--- src/rtl/instr_fetch_unit_pkg.sv ---
// Types and constants shared by the instruction fetch unit and the decode logic
// that consumes its Op/funct3/funct7 fields.
package instr_fetch_unit_pkg;

  typedef enum logic [1:0] {
    StIdle = 2'd0,
    StReq  = 2'd1,
    StWait = 2'd2,
    StHold = 2'd3
  } ifu_state_e;

  localparam logic [6:0] OpLoad   = 7'b0000011;
  localparam logic [6:0] OpOpImm  = 7'b0010011;
  localparam logic [6:0] OpAuipc  = 7'b0010111;
  localparam logic [6:0] OpStore  = 7'b0100011;
  localparam logic [6:0] OpOp     = 7'b0110011;
  localparam logic [6:0] OpLui    = 7'b0110111;
  localparam logic [6:0] OpBranch = 7'b1100011;
  localparam logic [6:0] OpJalr   = 7'b1100111;
  localparam logic [6:0] OpJal    = 7'b1101111;

  // addi x0, x0, 0
  localparam logic [31:0] NopInstr = {12'h000, 5'd0, 3'b000, 5'd0, OpOpImm};

  function automatic logic is_misaligned(input logic [1:0] low_bits);
    return low_bits != 2'b00;
  endfunction

endpackage

--- src/rtl/instr_fetch_unit_pc_next_sel.sv ---
// Next-fetch-address selection: sequential PC+4 or a word-aligned redirect target.
module instr_fetch_unit_pc_next_sel
  import instr_fetch_unit_pkg::*;
#(
  parameter int unsigned XLEN = 32
) (
  input  logic [XLEN-1:0] pc_i,
  input  logic            pc_src_i,
  input  logic [XLEN-1:0] pc_target_i,
  output logic [XLEN-1:0] next_pc_o,
  output logic [XLEN-1:0] pc_plus4_o,
  output logic            misalign_o
);

  always_comb begin
    pc_plus4_o = pc_i + XLEN'(4);
    misalign_o = pc_src_i & is_misaligned(pc_target_i[1:0]);
    // Misaligned targets still redirect, with the low bits dropped.
    next_pc_o  = pc_src_i ? {pc_target_i[XLEN-1:2], 2'b00} : pc_plus4_o;
  end

endmodule

--- src/rtl/instr_fetch_unit.sv ---
// Single-outstanding instruction fetcher: owns the PC, requests one word at a time
// and holds the fetched instruction until the core accepts it.
module instr_fetch_unit
  import instr_fetch_unit_pkg::*;
#(
  parameter int unsigned    XLEN     = 32,
  parameter logic [XLEN-1:0] RESET_PC = '0
) (
  input  logic            clk,
  input  logic            rst,
  output logic            imem_req_valid,
  input  logic            imem_req_ready,
  output logic [XLEN-1:0] imem_addr,
  input  logic            imem_rsp_valid,
  input  logic [31:0]     imem_rsp_data,
  output logic            instr_valid,
  input  logic            instr_ready,
  output logic [31:0]     Instr,
  output logic [6:0]      Op,
  output logic [2:0]      funct3,
  output logic [6:0]      funct7,
  output logic [XLEN-1:0] PC,
  output logic [XLEN-1:0] PCPlus4,
  input  logic            PCSrc,
  input  logic [XLEN-1:0] PCTarget,
  output logic            misaligned
);

  ifu_state_e      state_q;
  logic            req_valid_q;
  logic [XLEN-1:0] fetch_pc_q;
  logic [31:0]     instr_q;
  logic [XLEN-1:0] pc_q;
  logic            instr_valid_q;
  logic            misaligned_q;

  logic [XLEN-1:0] next_pc;
  logic            misalign;

  instr_fetch_unit_pc_next_sel #(
    .XLEN(XLEN)
  ) u_pc_next_sel (
    .pc_i       (pc_q),
    .pc_src_i   (PCSrc),
    .pc_target_i(PCTarget),
    .next_pc_o  (next_pc),
    .pc_plus4_o (PCPlus4),
    .misalign_o (misalign)
  );

  always_ff @(posedge clk) begin
    if (!rst) begin
      state_q       <= StIdle;
      req_valid_q   <= 1'b0;
      fetch_pc_q    <= RESET_PC;
      instr_q       <= NopInstr;
      pc_q          <= RESET_PC;
      instr_valid_q <= 1'b0;
      misaligned_q  <= 1'b0;
    end else begin
      misaligned_q <= 1'b0;
      unique case (state_q)
        StIdle: begin
          state_q     <= StReq;
          req_valid_q <= 1'b1;
        end
        StReq: begin
          if (imem_req_ready) begin
            state_q     <= StWait;
            req_valid_q <= 1'b0;
          end
        end
        // Responses are only honoured here; anything arriving in other states is stale.
        StWait: begin
          if (imem_rsp_valid) begin
            instr_q       <= imem_rsp_data;
            pc_q          <= fetch_pc_q;
            instr_valid_q <= 1'b1;
            state_q       <= StHold;
          end
        end
        StHold: begin
          if (instr_valid_q && instr_ready) begin
            fetch_pc_q    <= next_pc;
            misaligned_q  <= misalign;
            instr_valid_q <= 1'b0;
            req_valid_q   <= 1'b1;
            state_q       <= StReq;
          end
        end
        default: begin
          state_q     <= StIdle;
          req_valid_q <= 1'b0;
        end
      endcase
    end
  end

  assign imem_req_valid = req_valid_q;
  assign imem_addr      = fetch_pc_q;
  assign instr_valid    = instr_valid_q;
  assign Instr          = instr_q;
  assign Op             = instr_q[6:0];
  assign funct3         = instr_q[14:12];
  assign funct7         = instr_q[31:25];
  assign PC             = pc_q;
  assign misaligned     = misaligned_q;

endmodule

--- config.mk ---
export PLATFORM = sky130hd
export DESIGN_NAME = instr_fetch_unit
export DESIGN_NICKNAME = d
export VERILOG_FILES = /design/src/rtl/instr_fetch_unit_pkg.sv /design/src/rtl/instr_fetch_unit_pc_next_sel.sv /design/src/rtl/instr_fetch_unit.sv
export SDC_FILE = /design/constraint.sdc
export NUM_CORES = 1
export LEC_CHECK = 0
export ABC_AREA = 0
export BUFFER_PORTS_ARGS = -buffer_cell sky130_fd_sc_hd__buf_2
export CAP_MARGIN = 30
export CORE_ASPECT_RATIO = 0.7
export CORE_MARGIN = 8
export CORE_UTILIZATION = 45
export CTS_BUF_LIST = sky130_fd_sc_hd__clkbuf_16
export CTS_CLUSTER_SIZE = 8
export DETAILED_ROUTE_END_ITERATION = 8
export PLACE_DENSITY = 0.83
export SLEW_MARGIN = 20
export SYNTH_ARGS = -nofsm -noshare
export SYNTH_HDL_FRONTEND = slang
export SYNTH_SLANG_ARGS = --single-unit
--- constraint.sdc ---
create_clock -name clk -period 1.85 [get_ports clk]
set_input_delay 0.185 -clock clk [delete_from_list [all_inputs] [get_ports clk]]
set_output_delay 0.185 -clock clk [all_outputs]
set_load 0.05 [all_outputs]
Word-level counts from Yosys, hierarchy flattened
Cells that the tools add are included.

Word-level logic and storage cells: 37. Register bits: 101. Output and inout bits: 148. Bits of input ports: 70.

Multiplexer cells: 11. Reduce and logical (&&, ||, !) cells: 11. Add/subtract/negate cells: 1. Bitwise logic cells: 1. Equality and inequality tests: 6.

Operators by type and width (count): 32-bit by 3-bit adder with 32-bit output, second input constant (1); 32-bit 2-to-1 mux (1); 3-bit AND reduction (4); 2-bit one-hot mux with 4 select lines (1); 2-bit 2-to-1 mux (3); 2-bit inequality test, second input constant (3); 2-bit == test, second input constant (2); 1-bit 2-to-1 mux (4); 2-bit AND reduction (2); 2-bit nonzero test (2); 1-bit one-hot mux with 3 select lines (1); 3-bit nonzero test (1); 2-bit by 1-bit == test with 1-bit output, second input constant (1); 2-bit zero test (1); 1-bit one-hot mux with 2 select lines (1); 1-bit AND (1); 1-bit logical AND (1).

Depth between registers and ports, before layout
Depth in word-level cells: 3. Depth in mapped cells: 8. Mapped depth without buffers: 7.

Cells and area by module
Synthesis repeated with hierarchy kept, for this count alone.

Cells, all modules: 641. Area, all modules: 5128.7 µm².

Modules (own cells, without submodules): instr_fetch_unit (instances 1, cells each 467, area an instance 4011.3 µm²); instr_fetch_unit_pc_next_sel (instances 1, cells each 174, area an instance 1117.3 µm²).

Least setup slack after synthesis
No wires, ideal clock.

Kind: register -> register. Start point: reg pc_q[6], in the netlist PC[6]. End point: reg fetch_pc_q[23], in the netlist imem_addr[23]. Arrival: 2.631 ns. Setup time: 0.061 ns. Setup slack: -0.842 ns. Path buffers: 0. Stages on the path, launching flop included: 6. Cell sequence: dfxtp_1 > nand4_1 > nor2_1 > nand4_1 > xnor2_1 > a31o_2.

Cells in the longest elaborated chain, start to end: 2.

RTL lines: start, declared (RTL line instr_fetch_unit.sv:33) `logic [XLEN-1:0] pc_q;`; start signal, assigned (RTL line instr_fetch_unit.sv:77) `pc_q <= fetch_pc_q;`; 32-bit by 3-bit adder with 32-bit output (RTL line instr_fetch_unit_pc_next_sel.sv:16) `pc_plus4_o = pc_i + XLEN'(4);`; named net PCPlus4[23] (RTL line instr_fetch_unit.sv:23) `output logic [XLEN-1:0] PCPlus4,`; 32-bit 2-to-1 mux (RTL line instr_fetch_unit_pc_next_sel.sv:19) `next_pc_o = pc_src_i ? {pc_target_i[XLEN-1:2], 2'b00} : pc_plus4_o;`; end signal, assigned (RTL line instr_fetch_unit.sv:84) `fetch_pc_q <= next_pc;`; end, declared (RTL line instr_fetch_unit.sv:31) `logic [XLEN-1:0] fetch_pc_q;`.

The timed path passes the listed nets, and every way through them passes these cells. A chain may end at the register's enable or synchronous reset.

Worst setup path in the final report
Start point: reg pc_q[3], in the netlist PC[3]. End point: out PCPlus4[26].

Cells in the longest elaborated chain, start to end: 1.

RTL lines (RTL line): 32-bit by 3-bit adder with 32-bit output (instr_fetch_unit_pc_next_sel.sv:16); end, declared (instr_fetch_unit.sv:23).

Every way passes these cells.

==> run_summary.xml <==
<?xml version="1.0" encoding="UTF-8"?>
<metrics>
  <group name="worst_setup_path">
    <metric name="arrival" unit="ns">1.93</metric>
    <metric name="timing_worst_setup_path_type" unit="">flop to primary output</metric>
    <metric name="worst-path-max-fanout" unit="">6</metric>
    <metric name="worst_path_dominant_cell_family" unit="">simple AND/OR/NAND/NOR gates</metric>
    <metric name="worstSetupStartpointType" unit="">flop</metric>
    <metric name="critical_path.n_buffers_inverters" unit="">1</metric>
    <metric name="critical_path.max_stage_delay" unit="ns">0.37</metric>
    <metric name="cp_slowest_cell" unit="">sky130_fd_sc_hd__dfxtp_4</metric>
    <metric name="timing.critical_path.to_type" unit="">primary output</metric>
    <metric name="timing.critical_path.required" unit="ns">1.66</metric>
    <metric name="timing.critical_path.cells" unit="">ha_4 &gt; and3_4 &gt; nand4_4 &gt; nor3_4 &gt; xor2_4 &gt; buf_8</metric>
  </group>
  <group name="power">
    <metric name="p_leak" unit="nW">3.36</metric>
    <metric name="pwr_dens" unit="nW/um^2">753</metric>
    <metric name="vdd_drop_max" unit="V">0.000501</metric>
  </group>
  <group name="cts">
    <metric name="tritoncts_num_sinks" unit="">101</metric>
    <metric name="cts_root_buffer" unit="">sky130_fd_sc_hd__clkbuf_16</metric>
    <metric name="clock_latency_on_the_worst_skew_pair" unit="ns">0.34</metric>
    <metric name="cts-root-to-sink-buffers" unit="">2</metric>
    <metric name="cts.htree.levels" unit="">3</metric>
    <metric name="postCtsHoldBufs" unit="">0</metric>
    <metric name="tritoncts.num_buffers" unit="">9</metric>
    <metric name="cts_tree" unit="">done</metric>
    <metric name="clk_pin_slew" unit="ns">0.07</metric>
  </group>
  <group name="cells_and_area">
    <metric name="nFillCells" unit="">767</metric>
    <metric name="layout.nets" unit="">916</metric>
    <metric name="mostFrequentLayoutCells" unit="">sky130_fd_sc_hd__buf_2 (190), sky130_fd_sc_hd__nand2_1 (163), sky130_fd_sc_hd__a21oi_1 (83)</metric>
    <metric name="final-instance-count-excl-fill" unit="">978</metric>
    <metric name="post-route-util" unit="">0.720</metric>
    <metric name="final_layout_size_suffix_gt1_frac" unit="">0.465</metric>
    <metric name="final_cell_area" unit="um^2">7380</metric>
    <metric name="layout_commonest_cell" unit="">sky130_fd_sc_hd__buf_2</metric>
    <metric name="num_antenna_cells" unit="">0</metric>
    <metric name="area_growth_syn_to_layout" unit="%">57.1</metric>
  </group>
  <group name="sta">
    <metric name="final.hold.worst_slack" unit="ns">0.0648</metric>
    <metric name="timing_worst_slew_pin_value" unit="ns">0.389</metric>
    <metric name="min_period_over_period" unit="">1.14</metric>
    <metric name="fmax" unit="MHz">473</metric>
    <metric name="timing.final.hold_violations" unit="">0</metric>
    <metric name="setup_total_negative_slack" unit="ns">-3.81</metric>
    <metric name="period_needed" unit="ns">2.12</metric>
    <metric name="setup_violations" unit="">24</metric>
    <metric name="clock-skew-final" unit="ns">0.00823</metric>
    <metric name="grt_setup_unrepaired" unit="">yes</metric>
    <metric name="setup_ws" unit="ns">-0.266</metric>
    <metric name="maxSlewHeadroom" unit="">0.740</metric>
    <metric name="final_max_slew_viol_count" unit="">0</metric>
  </group>
  <group name="outcome">
    <metric name="status" unit="">finished, violations left</metric>
    <metric name="failing_checks" unit="">setup timing</metric>
  </group>
  <group name="placed_design">
    <metric name="placed_cells_incl_taps" unit="">943</metric>
    <metric name="dp_hpwl" unit="mm">13.0</metric>
    <metric name="post_dp_cell_area" unit="um^2">6530</metric>
    <metric name="io_buffer_count" unit="">217</metric>
    <metric name="place.gp.congestion" unit="">0.876</metric>
  </group>
  <group name="drt">
    <metric name="drtAntennaViolNets" unit="">0</metric>
    <metric name="routed_via_density" unit="">5.45</metric>
    <metric name="initialDrtViolationCount" unit="">297</metric>
    <metric name="vias" unit="">5331</metric>
    <metric name="routed_wl" unit="mm">18.1</metric>
    <metric name="firstDrtPassIters" unit="">5</metric>
    <metric name="drc" unit="">0</metric>
    <metric name="post_drt_wl_per_cell" unit="um">18.6</metric>
  </group>
  <group name="grt">
    <metric name="globalRouteOverflowTotal" unit="">0</metric>
    <metric name="grt_antenna_before_repair" unit="">0</metric>
    <metric name="grt.total_usage" unit="">0.245</metric>
    <metric name="via_count_of_the_first_global_routing_pass" unit="">5494</metric>
    <metric name="grt_start_max_net_pins" unit="">44</metric>
    <metric name="grt_first_pass_wirelength" unit="mm">28.3</metric>
  </group>
  <group name="job">
    <metric name="drv.max_cap_violation_count" unit="">0</metric>
  </group>
  <group name="synth">
    <metric name="synth_nets" unit="">677</metric>
    <metric name="mappedNetlistArea" unit="um^2">4700</metric>
    <metric name="ys_dominant_reg_cell" unit="">sky130_fd_sc_hd__dfxtp_1</metric>
    <metric name="share_of_synthesized_registers_carrying_an_async_set_or_reset" unit="">0</metric>
    <metric name="synth-edff-count" unit="">0</metric>
    <metric name="seq_area_frac_synth" unit="">0.431</metric>
    <metric name="yosysWarningCount" unit="">0</metric>
    <metric name="ys_seq_elements" unit="">101</metric>
    <metric name="synthesis.instances" unit="">602</metric>
    <metric name="ys_types" unit="">46</metric>
    <metric name="synth_area_per_cell" unit="um^2">7.80</metric>
  </group>
  <group name="floorplan">
    <metric name="io-pin-count" unit="">218</metric>
    <metric name="initial_utilization" unit="">0.459</metric>
    <metric name="total_core_area" unit="um^2">10200</metric>
    <metric name="fp-row-count" unit="">31</metric>
    <metric name="floorplan.die_area" unit="um^2">14000</metric>
    <metric name="chip_height" unit="um">101</metric>
    <metric name="die_width" unit="um">138</metric>
  </group>
  <group name="hold_path">
    <metric name="timing.hold.worst.class" unit="">primary input to flop</metric>
  </group>
</metrics>
[power by group]
| part | internal [mW] | switching, mW | total [mW] |
|---|---|---|---|
| clock network | 1.07 | 0.834 | 1.91 |
| logic | 0.343 | 0.966 | 1.31 |
| registers | 2.26 | 0.0865 | 2.34 |
[per-stage QoR]
step	setup WS, ns	power [mW]
final	-0.266	5.56
after global routing	-0.337	5.79
after CTS	-0.232	5.58
after detailed placement	-0.135	3.69
after global placement	-0.105	3.64
after floorplan	-0.0977	3.34
[state kept, by name, summed over array words and instances, names as in the netlist]
register and count:
state_q 2, PC 32, misaligned 1, instr_valid 1, imem_req_valid 1, Instr 32, imem_addr 32
[worst min-delay path, delay by kind of cell]
| kind | cells | cell delay, ns |
|---|---|---|
| simple gates | 2 | 0.11 |
| buf+inv | 1 | 0.07 |
[cell usage after synthesis (6+ instances only)]
library cell	n	area share
sky130_fd_sc_hd__a21oi_1	83	0.088
sky130_fd_sc_hd__a31o_1	6	0.011
sky130_fd_sc_hd__a31oi_1	11	0.015
sky130_fd_sc_hd__and4_1	6	0.011
sky130_fd_sc_hd__buf_4	20	0.032
sky130_fd_sc_hd__clkbuf_1	29	0.023
sky130_fd_sc_hd__dfxtp_1	101	0.43
sky130_fd_sc_hd__inv_1	10	0.0080
sky130_fd_sc_hd__nand2_1	167	0.13
sky130_fd_sc_hd__nand3_1	34	0.036
sky130_fd_sc_hd__nand4_1	14	0.019
sky130_fd_sc_hd__nor2_1	15	0.012
sky130_fd_sc_hd__nor3_1	6	0.0064
sky130_fd_sc_hd__o21ai_0	13	0.014
sky130_fd_sc_hd__xnor2_1	18	0.034
sky130_fd_sc_hd__xor2_1	6	0.011
[layout make-up]
type | instances | area, um^2 | area share
inverters | 11 | 41.3 | 0.00560
well taps | 132 | 165 | 0.0224
flip-flops and latches | 101 | 2110 | 0.286
clock inverters | 5 | 32.5 | 0.00441
repair buffers | 286 | 1910 | 0.258
multi-input cells | 432 | 2850 | 0.386
clock buffers | 11 | 275 | 0.0373
[logic make-up (layout without fill, tap and decap cells)]
| logic type | after synthesis | after routing | share of synthesized area |
|---|---|---|---|
| buffers and inverters | 69 | 313 | 0.0767 |
| AO/OA/AOI/OAI | 128 | 128 | 0.154 |
| XOR/XNOR | 25 | 25 | 0.0482 |
| AND/OR/NAND/NOR | 269 | 269 | 0.266 |
| flip-flops | 101 | 101 | 0.431 |
| multiplexers | 5 | 5 | 0.0107 |
| adder cells (fa/ha/maj) | 5 | 5 | 0.0133 |
[metal layers]
metal	vias to the layer above	GRT usage	wire length, um
li1	2509	-	-
met1	2544	0.279	7190
met2	249	0.431	9030
met3	29	0.0801	1630
met4	0	0.0815	295
met5	-	0	0
[path summary, 6_finish.rpt]
check	startpoint	endpoint	slack, ns	depth (start not counted)
worst max-delay path	PC[3]	PCPlus4[26]	-0.27	6
worst min-delay path	imem_rsp_data[1]	Instr[1]	0.06	3
worst max register to register	state_q[1]	imem_addr[27]	0.01	6
worst min register to register	Instr[16]	Instr[16]	0.46	2
[what timing repair did]
item,in CTS,in global routing
endpoints found under the setup margin,27,33
cloned,0,0
pin swaps,28,23
resized for setup,75,35
buffers inserted,9,11
Power figures use the tool's default switching activity.
